$ cat src/rtl/seq001_scanner.sv
// Scans a RAM address window, runs an overlapping "001" detector on dout[3].
// Optional sticky interrupt (irq / irq_clr) when SEQ001_IRQ_EN is defined.
module seq001_scanner #(
    parameter int ADDR_SIZE = 5,
    parameter int CNT_WIDTH = 8
) (
    input  logic                 clk,
    input  logic                 rst,
    input  logic                 start,
    input  logic [ADDR_SIZE-1:0] start_addr,
    input  logic [ADDR_SIZE-1:0] end_addr,
    output logic                 en_read,
    output logic [ADDR_SIZE-1:0] addr,
    input  logic                 din_bit,
    output logic                 busy,
    output logic                 done,
    output logic                 detect,
    output logic [ADDR_SIZE-1:0] match_addr,
`ifdef SEQ001_IRQ_EN
    output logic [CNT_WIDTH-1:0] match_count,
    output logic                 irq,
    input  logic                 irq_clr
`else
    output logic [CNT_WIDTH-1:0] match_count
`endif
);

    typedef enum logic [1:0] {
        C_IDLE,
        C_ISSUE,
        C_DRAIN,
        C_DONE
    } ctl_t;

    typedef enum logic [1:0] {
        S0,
        S1,
        S2
    } det_t;

    ctl_t ctl_q, ctl_d;
    det_t det_q, det_d;

    logic [ADDR_SIZE-1:0] cur_q, cur_d;
    logic [ADDR_SIZE-1:0] end_q, end_d;
    logic [ADDR_SIZE-1:0] a_q;
    logic                 v_q;
    logic                 accept;
    logic                 hit;
    logic                 detect_q;
    logic [ADDR_SIZE-1:0] match_addr_q;
    logic [CNT_WIDTH-1:0] match_count_q;
    logic                 cnt_full;

    always_comb begin
        ctl_d  = ctl_q;
        cur_d  = cur_q;
        end_d  = end_q;
        accept = 1'b0;
        unique case (ctl_q)
            C_IDLE: begin
                if (start) begin
                    accept = 1'b1;
                    cur_d  = start_addr;
                    end_d  = end_addr;
                    ctl_d  = C_ISSUE;
                end
            end
            C_ISSUE: begin
                cur_d = cur_q + 1'b1;
                if (cur_q == end_q)
                    ctl_d = C_DRAIN;
            end
            C_DRAIN: ctl_d = C_DONE;
            C_DONE:  ctl_d = C_IDLE;
            default: ctl_d = C_IDLE;
        endcase
    end

    assign en_read = (ctl_q == C_ISSUE);
    assign addr    = en_read ? cur_q : '0;
    assign busy    = (ctl_q == C_ISSUE) || (ctl_q == C_DRAIN);
    assign done    = (ctl_q == C_DONE);

    // v_q/a_q pair the bit returned this cycle with the address issued last cycle
    always_comb begin
        det_d = det_q;
        hit   = 1'b0;
        if (accept) begin
            det_d = S0;
        end else if (v_q) begin
            unique case (det_q)
                S0: det_d = din_bit ? S0 : S1;
                S1: det_d = din_bit ? S0 : S2;
                S2: begin
                    if (din_bit) begin
                        det_d = S0;
                        hit   = 1'b1;
                    end
                end
                default: det_d = S0;
            endcase
        end
    end

    assign cnt_full = &match_count_q;

    always_ff @(posedge clk) begin
        if (rst) begin
            ctl_q         <= C_IDLE;
            det_q         <= S0;
            cur_q         <= '0;
            end_q         <= '0;
            v_q           <= 1'b0;
            a_q           <= '0;
            detect_q      <= 1'b0;
            match_addr_q  <= '0;
            match_count_q <= '0;
        end else begin
            ctl_q    <= ctl_d;
            det_q    <= det_d;
            cur_q    <= cur_d;
            end_q    <= end_d;
            v_q      <= en_read;
            a_q      <= cur_q;
            detect_q <= hit;
            if (hit)
                match_addr_q <= a_q;
            if (accept)
                match_count_q <= '0;
            else if (hit && !cnt_full)
                match_count_q <= match_count_q + 1'b1;
        end
    end

    assign detect      = detect_q;
    assign match_addr  = match_addr_q;
    assign match_count = match_count_q;

`ifdef SEQ001_IRQ_EN
    // Setting in the DONE cycle sees the final count; set beats clear
    always_ff @(posedge clk) begin
        if (rst)
            irq <= 1'b0;
        else if (done && (match_count_q != '0))
            irq <= 1'b1;
        else if (irq_clr)
            irq <= 1'b0;
    end
`endif

endmodule
$ cat config.mk
export PLATFORM = sky130hd
export DESIGN_NAME = seq001_scanner
export DESIGN_NICKNAME = d
export VERILOG_FILES = /design/src/rtl/seq001_scanner.sv
export SDC_FILE = /design/constraint.sdc
export NUM_CORES = 1
export LEC_CHECK = 0
export CAP_MARGIN = 20
export CELL_PAD_IN_SITES_DETAIL_PLACEMENT = 2
export CELL_PAD_IN_SITES_GLOBAL_PLACEMENT = 2
export CORE_MARGIN = 3
export CORE_UTILIZATION = 29
export DETAILED_ROUTE_END_ITERATION = 16
export MAX_ROUTING_LAYER = met4
export PLACE_DENSITY_LB_ADDON = 0.1
export SETUP_SLACK_MARGIN = 0.4
export SYNTH_ARGS = -nofsm -noshare
export SYNTH_HDL_FRONTEND = slang
export SYNTH_SLANG_ARGS = --single-unit
$ cat constraint.sdc
create_clock -name clk -period 1.9 [get_ports clk]
set_input_delay 0.285 -clock clk [delete_from_list [all_inputs] [get_ports clk]]
set_output_delay 0.285 -clock clk [all_outputs]
set_load 0.01 [all_outputs]
# Word-level counts from Yosys, hierarchy flattened
# Index checks and enable logic that the tools add are counted.
# op_classes
add_sub_neg	2
n_eq_ne	9
muxes	16
reduce_logical	12
# ops
op	count
$mux W5	2
$pmux W5 S2	1
$add A8 B1 Y8 const B	1
$mux W2	4
$pmux W2 S4	1
$reduce_and A2 Y1	4
$reduce_and A8 Y1	1
$mux W1	7
$eq A2 B2 Y1 const B	3
$pmux W2 S3	1
$add A5 B1 Y5 const B	1
$eq A5 B5 Y1	1
$eq A2 B1 Y1 const B	2
$logic_not A2 Y1	2
$ne A2 B2 Y1 const B	2
$ne A2 B1 Y1 const B	1
$reduce_bool A2 Y1	1
$reduce_or A2 Y1	1
$logic_and A1 B1 Y1	1
$logic_not A1 Y1	1
$logic_or A1 B1 Y1	1
# totals
register_bits	34
in_bits	14
out_inout_bits	22
wordCells	48

# Longest topological paths before layout
# Gate-level depths: netlist of the first run.
# logic_depth
depth_word	5
mapped_depth	7
depth_no_buf	6

# Worst setup path after synthesis of the first run
# Ideal clock, no wire load.
# synth_timing
path_type	register to register
startpoint	register ctl_q[0]
endpoint	register match_count_q[4], in the netlist match_count[4]
setup_time_ps	59
arrival_time_ps	1634
t_required_ps	1841
slack_ps	207
stages_incl_launch_ff	8
path_buffers	1
synth_period_minus_slack_ps	1693
cell_sequence	dfxtp_1 inv_1 ha_1 and2_1 buf_6 nand4bb_4 or4b_1 nand2_1
# synth_between
elab_chain_len	4
word_cells_on_any_way	5
classes_between	mux: 2; reduce/logical: 3
# synth_rtl
item	line_no	source
start, declared	41	ctl_t ctl_q, ctl_d;
start signal, assigned	120	ctl_q <= ctl_d;
$logic_not A2 Y1 (*)	60	unique case (ctl_q)
$mux W1 (*)	60	
$mux W1	89	if (accept) begin
$logic_and A1 B1 Y1	131	else if (hit && !cnt_full)
end signal, assigned	132	match_count_q <= match_count_q + 1'b1;
end, declared	52	logic [CNT_WIDTH-1:0] match_count_q;
# Every way passes the cells marked *; elsewhere a longest branch is shown, timed or not.
# A chain may end at the register's enable or synchronous reset.

# Worst setup path in the final report of the first run
# layout_timing
startpoint	register ctl_q[0]
endpoint	register ctl_q[0]
# layout_between
elab_chain_len	3
word_cells_on_any_way	8
classes_between	eq/ne: 5; mux: 1; reduce/logical: 2
# layout_rtl
item	line_no
$eq A2 B1 Y1 / $logic_not A2 Y1 (equally long branches)	60
$ne A2 B1 Y1 (no source line) / $ne A2 B2 Y1 (equally long branches)	--
$reduce_and A2 Y1 (no source line)	--
# Several ways; a longest one is shown, not always the timed one.

==> reports/metrics.cfg, run 1 <==
[logic_synthesis]
yosysTopAreaCellShare_pct = 41.7
synth_flop_cell = dfxtp_1
synth-seq-area-share_pct = 41.7
syn_area_mm2 = 0.00163
async_flop_share_pct = 0
synth_edf_count = 0
synth-seq-cells = 34
syn_inst = 187
syn_nets = 208
synth_warnings = 0
synth_cell_types = 41
yosys.area.top_type = dfxtp_1
synth.area.top_cells = dfxtp_1 42%, nand2_1 6.9%, a21oi_1 6.1%, ha_1 5.4%, nor2b_1 3.1%
avgSynthCellArea_um2 = 8.73

[placed_design]
port_buffers = 35
post_dp_cell_area_mm2 = 0.00211
hpwl_um = 3680
pre_cts_slack_ps = -1.12
place_congestion = 0.782

[grt]
grt_antenna_before_repair = 0
grt_pass1_wl_um = 9560
grt_pass1_vias = 1826
gr-total-overflow = 0
grt_max_degree = 26
grt_usage_pct = 19.8

[power]
p_per_area_mw_per_mm2 = 1200
leakage_nw = 1.14
power.total_w = 0.00302
vdd.ir_drop.worst_v = 0.000501

[critical_path]
worst-path-max-fanout = 5
crit_path_start_kind = flop
critPathKind = flop to flop
required_ps = 2100
critPathArrivalTime_ps = 1840
end_kind = flop

[clocking]
cts.path.max_buffers = 2
htreeDepth = 2
insertion_delay_ps = 290
cts_tree = yes
cts_buffers = 5
clock_sinks = 34
cts-root-buf = clkbuf_8
cts_hold_buf = 0
path_clk_slew_ps = 80

[drt]
wire_per_inst_um = 19.3
ant_nets = 0
drt_iter0_drc = 68
vias_per_cell = 5.14
vias = 1628
route.detailed.drc = 0
wirelength_um = 6120
first_pass_iters = 4

[run]
drv_cap = 0

[timing]
worst_slew_pin_slew_ps = 371
layout_setup_ws_ps = 261
hold_viol_final = 0
finalClockSkew_ps = 5.04
hold_ws_ps = 451
setup_viol = 0
drv_slew = 0
fin_crit_sh_pct = 86.2
rsz0062_at_grt = true
max_slew_margin_pct = 75.3
max_freq_ghz = 0.610
period_minus_slack_ps = 1640
tns_ps = 0

[die]
start_util_pct = 31.0
ioPinCount = 36
die_area_mm2 = 0.00657
die_y_um = 81.0
die_width_um = 81.0
core_area_mm2 = 0.00527
rows = 26

[final_layout]
ff_latch_area_um2 = 694
fillers = 586
multiInputGateArea_mm2 = 0.00103
final_common_cell = nand2_1
final_layout_size_suffix_gt1_share_pct = 32.8
area.growth.synth_to_final_pct = 53.7
fin_area_mm2 = 0.00251
most-common-layout-cells = 29 x nand2_1, 27 x dfxtp_1, 20 x a21oi_1, 17 x buf_4, 13 x clkdlybuf4s50_1
n_antenna_cell = 0
nets = 267

[worst_hold_path]
hold_path_class = flop to flop

[outcome]
status = finished, final reports clean

-- power by group --
group	switching (W)	leakage, nW	internal (W)
combinational	0.000597	0.789	0.000654
sequential	0.000137	0.280	0.000810
clock	0.000295	0.0683	0.000526
-- critical path, stage by stage (launching register included) --
cell	delay (ps)
dfxtp_4	390
inv_4	50
ha_4	170
nor2b_4	130
or3_4	400
o221a_4	250
a211oi_2	160
-- stage by stage --
step,utilization [%],cells
floorplan,-,187
global route,47.6,317
global placement,40.1,294
CTS,45.6,314
finish,47.6,317
detailed placement,40.1,294
-- sequential cells by signal (all words and copies together) (netlist names) --
signal,flops
end_q,5
det_q,2
ctl_q,2
v_q,1
match_count,8
match_addr,5
cur_q,5
detect,1
a_q,5
-- synth_stat cells, types with 2 or more instances --
library cell,count
a211oi_1,2
a21bo_2,2
a21oi_1,20
and2_1,6
and4_1,3
buf_6,2
clkbuf_1,5
dfxtp_1,34
ha_1,7
inv_1,5
mux2i_1,2
nand2_1,30
nand2b_1,4
nand3_1,6
nor2_1,9
nor2b_1,8
nor3_1,5
nor4_1,3
o21ai_0,8
or3_1,2
xnor2_1,3
xor2_1,2
-- kinds of logic (layout without fill, tap and decap cells) --
kind of cell    after synthesis  after routing  share of synthesized area [%]
compound gates               42             42                           15.9
xor+xnor                      5              5                           2.68
fa+ha+maj                     7              7                           5.36
buf+inv                      12             72                           3.68
flops                        34             34                           41.7
mux                           3              3                           1.92
simple gates                 84             84                           28.8
-- layout make-up --
type	count	area share, %
multi-input combinational	141	41.0
sequential	34	27.7
timing repair buffer	59	21.3
tap	70	3.49
clock buffer	5	2.74
clock inverter	3	2.74
inverter	5	1.10
-- path summary, 6_finish.rpt --
check	start	to	slack [ps]	depth (start not counted)
setup / recovery	ctl_q[0]	ctl_q[0]	260	6
hold / removal	a_q[2]	match_addr[2]	450	2
setup reg to reg	ctl_q[0]	ctl_q[0]	260	6
hold reg to reg	a_q[2]	match_addr[2]	450	2
-- routing by layer --
layer | part of all wire [%] | vias to the layer above | wire [µm] | track usage (%)
li1 | - | 769 | - | -
met1 | 41 | 818 | 2490 | 21.9
met2 | 55 | 35 | 3390 | 36.9
met3 | 2.7 | 6 | 167 | 3.10
met4 | 1.0 | 0 | 63 | 4.56
met5 | 0 | - | 0 | -
-- what timing repair did --
item                                    4_1_cts  5_1_grt
resized for setup                            65       31
pin swaps                                    10        5
endpoints found under the setup margin       26       26
buffers inserted                             12        3
Power figures use the tool's default switching activity.
==> run 2: changes to the inputs <==
--- a/config.mk
+++ b/config.mk
@@ -5,15 +5,18 @@
 export SDC_FILE = /design/constraint.sdc
 export NUM_CORES = 1
 export LEC_CHECK = 0
+export ABC_CLOCK_PERIOD_IN_PS = 1900
 export CAP_MARGIN = 20
 export CELL_PAD_IN_SITES_DETAIL_PLACEMENT = 2
 export CELL_PAD_IN_SITES_GLOBAL_PLACEMENT = 2
 export CORE_MARGIN = 3
 export CORE_UTILIZATION = 29
 export DETAILED_ROUTE_END_ITERATION = 16
+export GPL_TIMING_DRIVEN = 0
 export MAX_ROUTING_LAYER = met4
 export PLACE_DENSITY_LB_ADDON = 0.1
 export SETUP_SLACK_MARGIN = 0.4
+export SLEW_MARGIN = 25
 export SYNTH_ARGS = -nofsm -noshare
 export SYNTH_HDL_FRONTEND = slang
 export SYNTH_SLANG_ARGS = --single-unit
==> reports/metrics.cfg, run 2 (synthesis gave the netlist of run 1 again) <==
[grt]
grt_pass1_vias = 1798  ; was 1826
gr-total-overflow = 0  ; unchanged
grt_antenna_before_repair = 0  ; unchanged
grt_pass1_wl_um = 9180  ; was 9560 µm
grt_usage_pct = 19.1  ; was 19.8%
grt_max_degree = 12  ; was 26

[final_layout]
fin_area_mm2 = 0.00249  ; was 0.00251 mm²
n_antenna_cell = 0  ; unchanged
fillers = 582  ; was 586
final_layout_size_suffix_gt1_share_pct = 31.2  ; was 32.8%
most-common-layout-cells = 28 x nand2_1, 26 x dfxtp_1, 20 x a21oi_1, 16 x clkdlybuf4s50_1, 15 x buf_4  ; was 29 x nand2_1, 27 x dfxtp_1, 20 x a21oi_1, 17 x buf_4, 13 x clkdlybuf4s50_1
area.growth.synth_to_final_pct = 52.7  ; was 53.7%
largest_register_ff_count = 8  ; unchanged
nets = 267  ; unchanged
final_common_cell = nand2_1  ; unchanged
final_cells = 317  ; unchanged

[power]
leakage_nw = 1.05  ; was 1.14 nW
power.total_w = 0.00272  ; was 0.00302 W
p_per_area_mw_per_mm2 = 1090  ; was 1200 mW/mm²
vdd.ir_drop.worst_v = 0.000494  ; was 0.000501 V

[critical_path]
critPathArrivalTime_ps = 1940  ; was 1840 ps
crit_chain = inv_4 -> ha_4 -> and2_4 -> buf_6 -> nand4bb_4 -> or4b_4 -> nand2_2  ; was inv_4 -> ha_4 -> nor2b_4 -> or3_4 -> o221a_4 -> a211oi_2
cp_slowest_stage_delay_ps = 510  ; was 400 ps
worst-path-max-fanout = 5  ; unchanged
critPathKind = flop to flop  ; unchanged
required_ps = 2130  ; was 2100 ps
crit_path_start_kind = flop  ; unchanged
cp_slowest_cell = or4b_4  ; was or3_4
r2r_cells = 7  ; was 6
end_kind = flop  ; unchanged

[drt]
vias = 1593  ; was 1628
first_pass_iters = 4  ; unchanged
drt_iter0_drc = 44  ; was 68
ant_nets = 0  ; unchanged
wirelength_um = 5630  ; was 6120 µm
route.detailed.drc = 0  ; unchanged
vias_per_cell = 5.03  ; was 5.14
wire_per_inst_um = 17.8  ; was 19.3 µm

[timing]
worst_slew_pin_slew_ps = 549  ; was 371 ps
fin_crit_sh_pct = 89.7  ; was 86.2%
rsz0062_at_grt = true  ; unchanged
setup_viol = 0  ; unchanged
max_freq_ghz = 0.586  ; was 0.610 GHz
finalClockSkew_ps = 4.26  ; was 5.04 ps
max_slew_margin_pct = 63.4  ; was 75.3%
layout_setup_ws_ps = 195  ; was 261 ps
tns_ps = 0  ; unchanged
drv_slew = 0  ; unchanged
hold_viol_final = 0  ; unchanged
period_minus_slack_ps = 1710  ; was 1640 ps

[worst_hold_path]
holdPathStages = 2  ; unchanged
hold_path_class = input port to flop  ; was flop to flop

[clocking]
cts-root-buf = clkbuf_8  ; unchanged
cts.path.max_buffers = 2  ; unchanged
insertion_delay_ps = 280  ; was 290 ps
clock_sinks = 34  ; unchanged
path_clk_slew_ps = 80  ; about the same
cts_tree = yes  ; unchanged
htreeDepth = 2  ; unchanged
cts_buffers = 5  ; unchanged
cts_hold_buf = 0  ; unchanged

[placed_design]
hpwl_um = 3530  ; was 3680 µm
dpl.cell_count = 291  ; was 294
port_buffers = 34  ; was 35
post_dp_cell_area_mm2 = 0.00208  ; was 0.00211 mm²
place_congestion = 0.799  ; was 0.782
pre_cts_slack_ps = -277  ; was -1.12 ps

[die]
core_area_mm2 = 0.00527  ; unchanged
die_y_um = 81.0  ; unchanged
start_util_pct = 31.0  ; unchanged
rows = 26  ; unchanged
ioPinCount = 36  ; unchanged
die_area_mm2 = 0.00657  ; unchanged
die_width_um = 81.0  ; unchanged

[run]
drv_cap = 0  ; unchanged

[outcome]
status = finished, final reports clean  ; unchanged

-- run 2: changes by cell type in the layout (fill, tap and decap cells not counted), sizes merged --
cell | previous run | this run
buf | 31 | 26
nor2 | 10 | 11
clkdlybuf4s15 | 0 | 1
clkinvlp | 1 | 2
clkdlybuf4s50 | 13 | 16
bufinv | 2 | 0
clkbuf | 6 | 11
dlymetal6s2s | 6 | 5
dlygate4sd2 | 8 | 5
-- run 2: area by class of cell --
type | instances | area (µm²) | area share [%]
Buffer | 7 | 63.8 | 2.56
Clock buffer | 6 | 82.6 | 3.31
Timing Repair Buffer | 51 | 487 | 19.5
Tap cell | 70 | 87.6 | 3.51
Inverter | 5 | 27.5 | 1.10
Multi-Input combinational cell | 142 | 1040 | 41.7
Clock inverter | 2 | 12.5 | 0.502
Sequential cell | 34 | 693 | 27.8
-- run 2: stage by stage --
step                utilization (%)  hold WS (ps)
floorplan                         -           417
global placement               39.4           425
detailed placement             39.4           433
CTS                            45.5           405
global route                   47.3           430
finish                         47.3           385
-- run 2: report_power, final --
part	leakage, nW	internal (W)	total, W	switching (W)
combinational	0.725	0.000643	0.00121	0.000565
sequential	0.280	0.000813	0.000938	0.000125
clock	0.0472	0.000292	0.000575	0.000284
-- run 2: path summary, 6_finish.rpt --
path	from	endpoint	slack (ps)
setup / recovery	ctl_q[0]	match_count[4]	190
hold / removal	rst	a_q[1]	380
setup reg to reg	ctl_q[0]	match_count[4]	190
hold reg to reg	a_q[1]	match_addr[1]	440
-- run 2: layer usage --
layer | vias to the layer above | track usage, % | wire length, µm
li1 | 778 | - | -
met1 | 780 | 21.4 | 2430
met2 | 27 | 34.7 | 2980
met3 | 8 | 3.88 | 166
met4 | 0 | 4.39 | 63
met5 | - | - | 0
-- run 2: critical path: cells and delay by family (launching register included) --
| kind | cells | cell delay, ps |
|---|---|---|
| AND/OR/NAND/NOR | 4 | 920 |
| buffers and inverters | 2 | 160 |
| flip-flops | 1 | 390 |
| adder cells (fa/ha/maj) | 1 | 170 |
-- run 2: timing repair --
item | in CTS | in global routing
buffers inserted | 14 | 3
cloned | 1 | 0
resized for setup | 63 | 26
pin swaps | 11 | 9
setup endpoints to repair | 34 | 31
